## config.mk

```make
export PLATFORM = sky130hd
export DESIGN_NAME = uart_rx_ctrl_flat
export DESIGN_NICKNAME = d
export VERILOG_FILES = /design/src/rtl/uart_rx_ctrl_pkg.sv /design/src/rtl/uart_rx_ctrl_if.sv /design/src/rtl/uart_rx_ctrl_fifo.sv /design/src/rtl/uart_rx_ctrl.sv /design/src/flat_wrapper.sv
export SDC_FILE = /design/constraint.sdc
export NUM_CORES = 1
export LEC_CHECK = 0
export ABC_AREA = 1
export BUFFER_PORTS_ARGS = -buffer_cell sky130_fd_sc_hd__clkbuf_2
export CAP_MARGIN = 10
export CORE_MARGIN = 1
export CORE_UTILIZATION = 40
export DETAILED_ROUTE_END_ITERATION = 6
export GPL_ROUTABILITY_DRIVEN = 0
export PLACE_DENSITY_LB_ADDON = 0.08
export SLEW_MARGIN = 10
export SYNTH_ARGS = -nofsm -noshare
export SYNTH_HDL_FRONTEND = slang
export SYNTH_HIERARCHICAL = 1
export SYNTH_SLANG_ARGS = --single-unit
```

## constraint.sdc

```tcl
create_clock -name clk -period 3.6 [get_ports clk]
set_input_delay 0.36 -clock clk [delete_from_list [all_inputs] [get_ports clk]]
set_output_delay 0.36 -clock clk [all_outputs]
set_load 0.02 [all_outputs]
```

## src/rtl/uart_rx_ctrl_pkg.sv

```systemverilog
// Shared definitions for the UART receive controller: register map, STATUS/CTRL bit positions, FSM states.
package uart_rx_ctrl_pkg;

    localparam logic [3:0] UART_RX_DATA   = 4'h0;
    localparam logic [3:0] UART_RX_STATUS = 4'h4;
    localparam logic [3:0] UART_RX_CTRL   = 4'h8;

    localparam int ST_EMPTY = 4;
    localparam int ST_FULL  = 5;
    localparam int ST_PERR  = 6;
    localparam int ST_OVR   = 7;

    localparam int CTRL_EN     = 0;
    localparam int CTRL_IRQ_EN = 1;

    typedef enum logic [1:0] {
        S_WAIT = 2'd0,
        S_CAPT = 2'd1,
        S_CLR  = 2'd2,
        S_LOW  = 2'd3
    } rx_state_t;

endpackage

```

## src/rtl/uart_rx_ctrl_if.sv

```systemverilog
// Receiver handshake plus CPU register bus; master drives rx flag/data and CPU strobes, slave is the controller.
interface uart_rx_ctrl_if #(parameter int NBIT = 8);
    logic            rx_flag;
    logic [NBIT-1:0] rx_data;
    logic            rx_par_err;
    logic            clr_rx_flag;
    logic [3:0]      addr;
    logic            rd_en;
    logic            wr_en;
    logic [31:0]     wr_data;
    logic [31:0]     rd_data;
    logic            irq;

    modport master (
        output rx_flag, rx_data, rx_par_err, addr, rd_en, wr_en, wr_data,
        input  clr_rx_flag, rd_data, irq
    );

    modport slave (
        input  rx_flag, rx_data, rx_par_err, addr, rd_en, wr_en, wr_data,
        output clr_rx_flag, rd_data, irq
    );
endinterface

```

## src/rtl/uart_rx_ctrl_fifo.sv

```systemverilog
// Synchronous FIFO holding received bytes; push lands on the clock edge, head is visible the same cycle.
// No backpressure: a push while full is ignored unless a pop happens in the same cycle.
module uart_rx_ctrl_fifo #(
    parameter int NBIT  = 8,
    parameter int DEPTH = 4
) (
    input  logic                   clk,
    input  logic                   reset,
    input  logic                   push,
    input  logic [NBIT-1:0]        push_dat,
    input  logic                   pop,
    output logic                   full,
    output logic                   empty,
    output logic [$clog2(DEPTH):0] count,
    output logic [NBIT-1:0]        head
);
    localparam int AW = $clog2(DEPTH);
    localparam int CW = AW + 1;

    logic [NBIT-1:0] mem [DEPTH];
    logic [AW-1:0]   wr_ptr;
    logic [AW-1:0]   rd_ptr;
    logic [CW-1:0]   cnt;
    logic            wr_ok;
    logic            rd_ok;

    assign rd_ok = pop && !empty;
    assign wr_ok = push && (!full || rd_ok);

    always_ff @(posedge clk or negedge reset) begin
        if (!reset) begin
            wr_ptr <= '0;
            rd_ptr <= '0;
            cnt    <= '0;
        end else begin
            if (wr_ok) wr_ptr <= wr_ptr + AW'(1);
            if (rd_ok) rd_ptr <= rd_ptr + AW'(1);
            if (wr_ok && !rd_ok)      cnt <= cnt + CW'(1);
            else if (rd_ok && !wr_ok) cnt <= cnt - CW'(1);
        end
    end

    always_ff @(posedge clk) begin
        if (wr_ok) mem[wr_ptr] <= push_dat;
    end

    assign full  = (cnt == CW'(DEPTH));
    assign empty = (cnt == '0);
    assign count = cnt;
    assign head  = mem[rd_ptr];
endmodule

```

## src/rtl/uart_rx_ctrl.sv

```systemverilog
// UART receive controller: captures flagged bytes into a FIFO, exposes DATA/STATUS/CTRL registers and a level irq.
// Byte readable 2 clks after rx_flag rises; irq registered, 1 clk after its cause; full FIFO drops bytes and sets OVR.
module uart_rx_ctrl
    import uart_rx_ctrl_pkg::*;
#(
    parameter int NBIT         = 8,
    parameter int DEPTH        = 4,
    parameter bit DROP_BAD_PAR = 1'b1
) (
    input logic           clk,
    input logic           reset,
    uart_rx_ctrl_if.slave bus
);
    localparam int CW = $clog2(DEPTH) + 1;

    rx_state_t       state;
    rx_state_t       state_nxt;
    logic            low_cnt;
    logic            low_cnt_nxt;
    logic            cap;
    logic            clr;
    logic [1:0]      ctrl;
    logic            perr;
    logic            ovr;
    logic            irq_q;
    logic            full;
    logic            empty;
    logic [CW-1:0]   count;
    logic [NBIT-1:0] head;
    logic            sel_data;
    logic            sel_status;
    logic            sel_ctrl;
    logic            push_req;
    logic            push;
    logic            pop;
    logic            perr_set;
    logic            ovr_set;
    logic            clr_perr;
    logic            clr_ovr;
    logic [31:0]     status;
    logic [31:0]     rd_mux;
    logic            unused_wr_bits;

    always_ff @(posedge clk or negedge reset) begin
        if (!reset) begin
            state   <= S_WAIT;
            low_cnt <= 1'b0;
        end else begin
            state   <= state_nxt;
            low_cnt <= low_cnt_nxt;
        end
    end

    // S_LOW waits for the receiver to drop its flag; a flag still high on the second cycle gets another clear.
    always_comb begin
        state_nxt   = state;
        low_cnt_nxt = low_cnt;
        cap         = 1'b0;
        clr         = 1'b0;
        unique case (state)
            S_WAIT: if (bus.rx_flag) state_nxt = S_CAPT;
            S_CAPT: begin
                cap       = 1'b1;
                state_nxt = S_CLR;
            end
            S_CLR: begin
                clr         = 1'b1;
                low_cnt_nxt = 1'b0;
                state_nxt   = S_LOW;
            end
            S_LOW: begin
                if (!bus.rx_flag)  state_nxt = S_WAIT;
                else if (low_cnt)  state_nxt = S_CLR;
                else               low_cnt_nxt = 1'b1;
            end
            default: state_nxt = S_WAIT;
        endcase
    end

    assign sel_data   = (bus.addr == UART_RX_DATA);
    assign sel_status = (bus.addr == UART_RX_STATUS);
    assign sel_ctrl   = (bus.addr == UART_RX_CTRL);

    assign pop      = bus.rd_en && sel_data && !empty;
    assign perr_set = cap && ctrl[CTRL_EN] && bus.rx_par_err;
    assign push_req = cap && ctrl[CTRL_EN] && !(bus.rx_par_err && DROP_BAD_PAR);
    assign push     = push_req && (!full || pop);
    assign ovr_set  = push_req && full && !pop;
    assign clr_perr = bus.wr_en && sel_status && bus.wr_data[ST_PERR];
    assign clr_ovr  = bus.wr_en && sel_status && bus.wr_data[ST_OVR];

    uart_rx_ctrl_fifo #(.NBIT(NBIT), .DEPTH(DEPTH)) u_fifo (
        .clk      (clk),
        .reset    (reset),
        .push     (push),
        .push_dat (bus.rx_data),
        .pop      (pop),
        .full     (full),
        .empty    (empty),
        .count    (count),
        .head     (head)
    );

    // A set event in the same cycle as a W1C wins, so no error is silently lost.
    always_ff @(posedge clk or negedge reset) begin
        if (!reset) begin
            ctrl  <= '0;
            perr  <= 1'b0;
            ovr   <= 1'b0;
            irq_q <= 1'b0;
        end else begin
            if (bus.wr_en && sel_ctrl) ctrl <= bus.wr_data[1:0];
            perr  <= perr_set | (perr & ~clr_perr);
            ovr   <= ovr_set  | (ovr  & ~clr_ovr);
            irq_q <= ctrl[CTRL_IRQ_EN] & (~empty | perr | ovr);
        end
    end

    always_comb begin
        status           = '0;
        status[3:0]      = 4'(count);
        status[ST_EMPTY] = empty;
        status[ST_FULL]  = full;
        status[ST_PERR]  = perr;
        status[ST_OVR]   = ovr;
    end

    always_comb begin
        rd_mux = '0;
        if (sel_data && !empty) rd_mux = 32'(head);
        else if (sel_status)    rd_mux = status;
        else if (sel_ctrl)      rd_mux = 32'(ctrl);
    end

    assign bus.rd_data     = rd_mux;
    assign bus.clr_rx_flag = clr;
    assign bus.irq         = irq_q;

    assign unused_wr_bits = ^{bus.wr_data[31:8], bus.wr_data[5:2]};
endmodule

```

## src/flat_wrapper.sv

```systemverilog
// flat-port wrapper written by rule: the top's interface ports become plain ports
module uart_rx_ctrl_flat import uart_rx_ctrl_pkg::*;
#(
    parameter int NBIT         = 8,
    parameter int DEPTH        = 4,
    parameter bit DROP_BAD_PAR = 1'b1
)
  (clk, reset, bus_rx_flag, bus_rx_data, bus_rx_par_err, bus_addr, bus_rd_en, bus_wr_en, bus_wr_data, bus_clr_rx_flag, bus_rd_data, bus_irq);
  uart_rx_ctrl_if #(.NBIT(NBIT)) bus_i ();
  input logic clk;
  input logic reset;
  input wire logic [$bits(bus_i.rx_flag)-1:0] bus_rx_flag;
  input wire logic [$bits(bus_i.rx_data)-1:0] bus_rx_data;
  input wire logic [$bits(bus_i.rx_par_err)-1:0] bus_rx_par_err;
  input wire logic [$bits(bus_i.addr)-1:0] bus_addr;
  input wire logic [$bits(bus_i.rd_en)-1:0] bus_rd_en;
  input wire logic [$bits(bus_i.wr_en)-1:0] bus_wr_en;
  input wire logic [$bits(bus_i.wr_data)-1:0] bus_wr_data;
  output wire logic [$bits(bus_i.clr_rx_flag)-1:0] bus_clr_rx_flag;
  output wire logic [$bits(bus_i.rd_data)-1:0] bus_rd_data;
  output wire logic [$bits(bus_i.irq)-1:0] bus_irq;
  assign bus_i.rx_flag = bus_rx_flag;
  assign bus_i.rx_data = bus_rx_data;
  assign bus_i.rx_par_err = bus_rx_par_err;
  assign bus_i.addr = bus_addr;
  assign bus_i.rd_en = bus_rd_en;
  assign bus_i.wr_en = bus_wr_en;
  assign bus_i.wr_data = bus_wr_data;
  assign bus_clr_rx_flag = bus_i.clr_rx_flag;
  assign bus_rd_data = bus_i.rd_data;
  assign bus_irq = bus_i.irq;
  uart_rx_ctrl #(.NBIT(NBIT), .DEPTH(DEPTH), .DROP_BAD_PAR(DROP_BAD_PAR)) u_core (.clk(clk), .reset(reset), .bus(bus_i));
endmodule
```

==> run_results.csv <==
group,metric,value,unit
power_and_ir_drop,switching_share,0.367,
run,drv_cap,0,
routing,first_iter_violations,70,
synthesis,yosysWarningCount,6,
routing,drcViolationCount,0,
routing,firstDrtPassIters,4,
finish,multiInputGateArea,863,um2
die,die_y,80.5,um
global_route,grt_pass1_vias,1517,
sta,fin_skew,0.00652,ns
routing,totalWireLength,4.40,mm
sta,slew_viol_final,0,
critical_path,cp-start-kind,"register",
global_route,grtUsageTotal,0.152,
synthesis,yosysUniqueCellTypes,31,
finish,antenna_cells,0,
critical_path,path_class,"register to register",
sta,final_hold_viol_count,0,
power_and_ir_drop,power.density,592,mW/mm2
sta,post-route-period-util,0.732,
global_route,antenna_found_initial,0,
clock_network,postCtsSetupBuffers,0,
synthesis,ys_ff_latch,47,
sta,setup_viol,0,
global_route,grt_overflow_total,0,
hold_path,hold_class,"input port to register",
routing,detail-route-antenna-nets,0,
status,status,"finished, final reports clean",
critical_path,crit_family,"simple AND/OR/NAND/NOR gates",
clock_network,cts.clk_slew.worst_paths,0.09,ns
die,die_w,80.5,um
routing,vias,1640,
synthesis,synth_area_leaders,"edfxtp_1, dfrtp_1, buf_4",
synthesis,yosysTopAreaCellShare,0.390,
placement,dp_hpwl,3.14,mm
sta,finalSetupTns,0,ns
clock_network,numClockSinks,47,
critical_path,timing.critical_path.buf_inv,6,
synthesis,synth_area,0.00246,mm2
power_and_ir_drop,p_int,1020,uW
clock_network,clkLatencyLatePin,0.30,ns
sta,rsz0062_at_grt,"false",
power_and_ir_drop,p_leak,0.00123,uW
finish,nFillCells,586,
clock_network,ctsLongestPathBuffers,2,
sta,slew_headroom,0.471,
clock_network,cts_tree,"built",
synthesis,synth_seq_area_share,0.542,
synthesis,synth_area_leader_cell,"edfxtp_1",
global_route,grt_max_degree,20,
die,die-area,0.00648,mm2
die,coreArea,0.00592,mm2
sta,worstMarginPinSlew,0.790,ns
critical_path,path_cells,"nor2_2 > nand2_1 > inv_1 > inv_1 > nand4_2 > inv_1 > inv_1 > nand3_2 > nand2_2 > inv_1 > ha_1 > inv_1 > fa_1 > nand2_1 > nand3_1 > nand2_1 > nand2_1",
sta,fin_crit,2.63,ns
finish,register_area,0.00134,mm2
power_and_ir_drop,switchingPower,589,uW
finish,drive_gt1_frac,0.194,
power_and_ir_drop,power_frac_comb,0.287,
critical_path,required,3.80,ns
critical_path,critPathMaxFanout,7,
die,start_util,0.416,
routing,viasPerCell,4.52,
finish,layout-area-overhead-vs-synth,10.0,%
power_and_ir_drop,power_frac_clock,0.242,
synthesis,syn_avg_cell_area,9.82,um2
routing,wl_per_cell,12.1,um
sta,holdWs,0.261,ns
clock_network,cts_buffers,5,
sta,fmax,380,MHz
die,fp-row-count,28,
power_and_ir_drop,p_seq_frac,0.472,
clock_network,cts_htree_levels,2,
critical_path,end_kind,"register",
clock_network,cts_hold_buf,1,
critical_path,cp_common_cell,"inv_1",
clock_network,root_buffer,"clkbuf_8",
synthesis,synthCells,251,
clock_network,ctsResizeCount,0,
critical_path,critPathArrivalTime,2.83,ns
die,ios,84,
finish,nets,343,
critical_path,cp_slowest_stage_delay,0.49,ns
global_route,grt_pass1_wl,7.15,mm
placement,portBuffers,31,
power_and_ir_drop,ir_drop,0.000278,V
critical_path,critical-path-slowest-cell,"dfrtp_1",
-- stage by stage --
stage / setup slack [ns] / utilization / cell area, um2 / total power (uW) / std cells
6_report: 0.966 / 0.458 / 2710 / 1600 / 363
5_1_grt: 0.661 / 0.458 / 2710 / 1730 / 363
2_1_floorplan: 1.32 / - / 2550 / 1150 / 274
4_1_cts: 0.946 / 0.458 / 2710 / 1620 / 363
3_5_place_dp: 0.959 / 0.437 / 2590 / 1230 / 354
3_3_place_gp: 1.01 / 0.437 / 2590 / 1230 / 354
-- registers in the layout, indices dropped and copies added, names as in the netlist --
register / cells
u_core/u_fifo/mem: 32
u_core/u_fifo/wr_ptr: 2
u_core/state: 2
u_core/perr: 1
u_core/u_fifo/rd_ptr: 2
u_core/u_fifo/count: 3
u_core/low_cnt: 1
u_core/ovr: 1
u_core/ctrl: 2
u_core/bus.irq: 1
-- routing by layer --
metal	routed length, um	track usage	vias up
met4	46	0.0500	0
met5	0	0	-
met1	2020	0.195	742
met2	2110	0.247	43
li1	-	-	851
met3	221	0.0420	4
-- final timing paths --
check / from / end / slack [ns] / depth (start not counted)
worst max register to register: u_core/u_fifo/count[0] / u_core/u_fifo/count[2] / 0.97 / 17
max in group asynchronous: reset / u_core/u_fifo/count[1] / 2.81 / 2
worst max-delay path: u_core/u_fifo/count[0] / u_core/u_fifo/count[2] / 0.97 / 17
min in group asynchronous: reset / u_core/state[1] / 0.51 / 2
worst min register to register: u_core/u_fifo/rd_ptr[1] / u_core/u_fifo/rd_ptr[1] / 0.52 / 2
worst min-delay path: bus_wr_data[1] / u_core/ctrl[1] / 0.26 / 3
-- cell families after synthesis --
family	share of synthesized area
adder cells (fa/ha/maj)	0.0335
buffers and inverters	0.142
XOR/XNOR	0.00356
other	0.00152
AO/OA/AOI/OAI	0.0752
AND/OR/NAND/NOR	0.202
flip-flops	0.542
-- layout make-up --
type | count | area share
Clock buffer | 5 | 0.0254
Clock inverter | 3 | 0.0157
Inverter | 32 | 0.0462
Multi-Input combinational cell | 167 | 0.319
Sequential cell | 47 | 0.493
Tap cell | 75 | 0.0346
Timing Repair Buffer | 34 | 0.0665
-- cells in the mapped netlist (all sizes together) --
cell and n:
nand3 11, or2 1, fa 1, conb 1, xnor2 1, nor3 2, o31ai 1, inv 32
ha 5, a21oi 2, nand4 9, nor2 39, nand2 39, buf 28, dfrtp 15, edfxtp 32
o21ai 32
-- placed cells by master, fill, tap and decap left out, types with 2 or more instances in the layout --
| cell | count |
|---|---|
| nand4_2 | 2 |
| nand3_1 | 9 |
| clkbuf_8 | 5 |
| clkbuf_2 | 31 |
| edfxtp_1 | 32 |
| nor2_4 | 2 |
| inv_6 | 2 |
| nor2_1 | 34 |
| nor2_2 | 2 |
| o21ai_1 | 29 |
| ha_1 | 5 |
| nand2_1 | 37 |
| dfrtp_1 | 15 |
| buf_4 | 2 |
| nor3_1 | 2 |
| o21ai_0 | 2 |
| inv_1 | 30 |
| conb_1 | 24 |
| nand4_1 | 7 |
-- power by group through the flow --
stage / clock network (uW) / registers (uW) / logic (uW)
2_1_floorplan: 0 / 722 / 432
3_3_place_gp: 0 / 768 / 458
3_5_place_dp: 0 / 768 / 464
4_1_cts: 401 / 757 / 466
5_1_grt: 422 / 775 / 532
6_report: 388 / 757 / 460
-- worst reg2reg max path, delay by kind of cell, from the launching register on --
family	cells	cell delay, ns
adder cells (fa/ha/maj)	2	0.54
buffers and inverters	6	0.64
flip-flops	1	0.49
AND/OR/NAND/NOR	9	0.86
(Power assumes the default switching activity.)
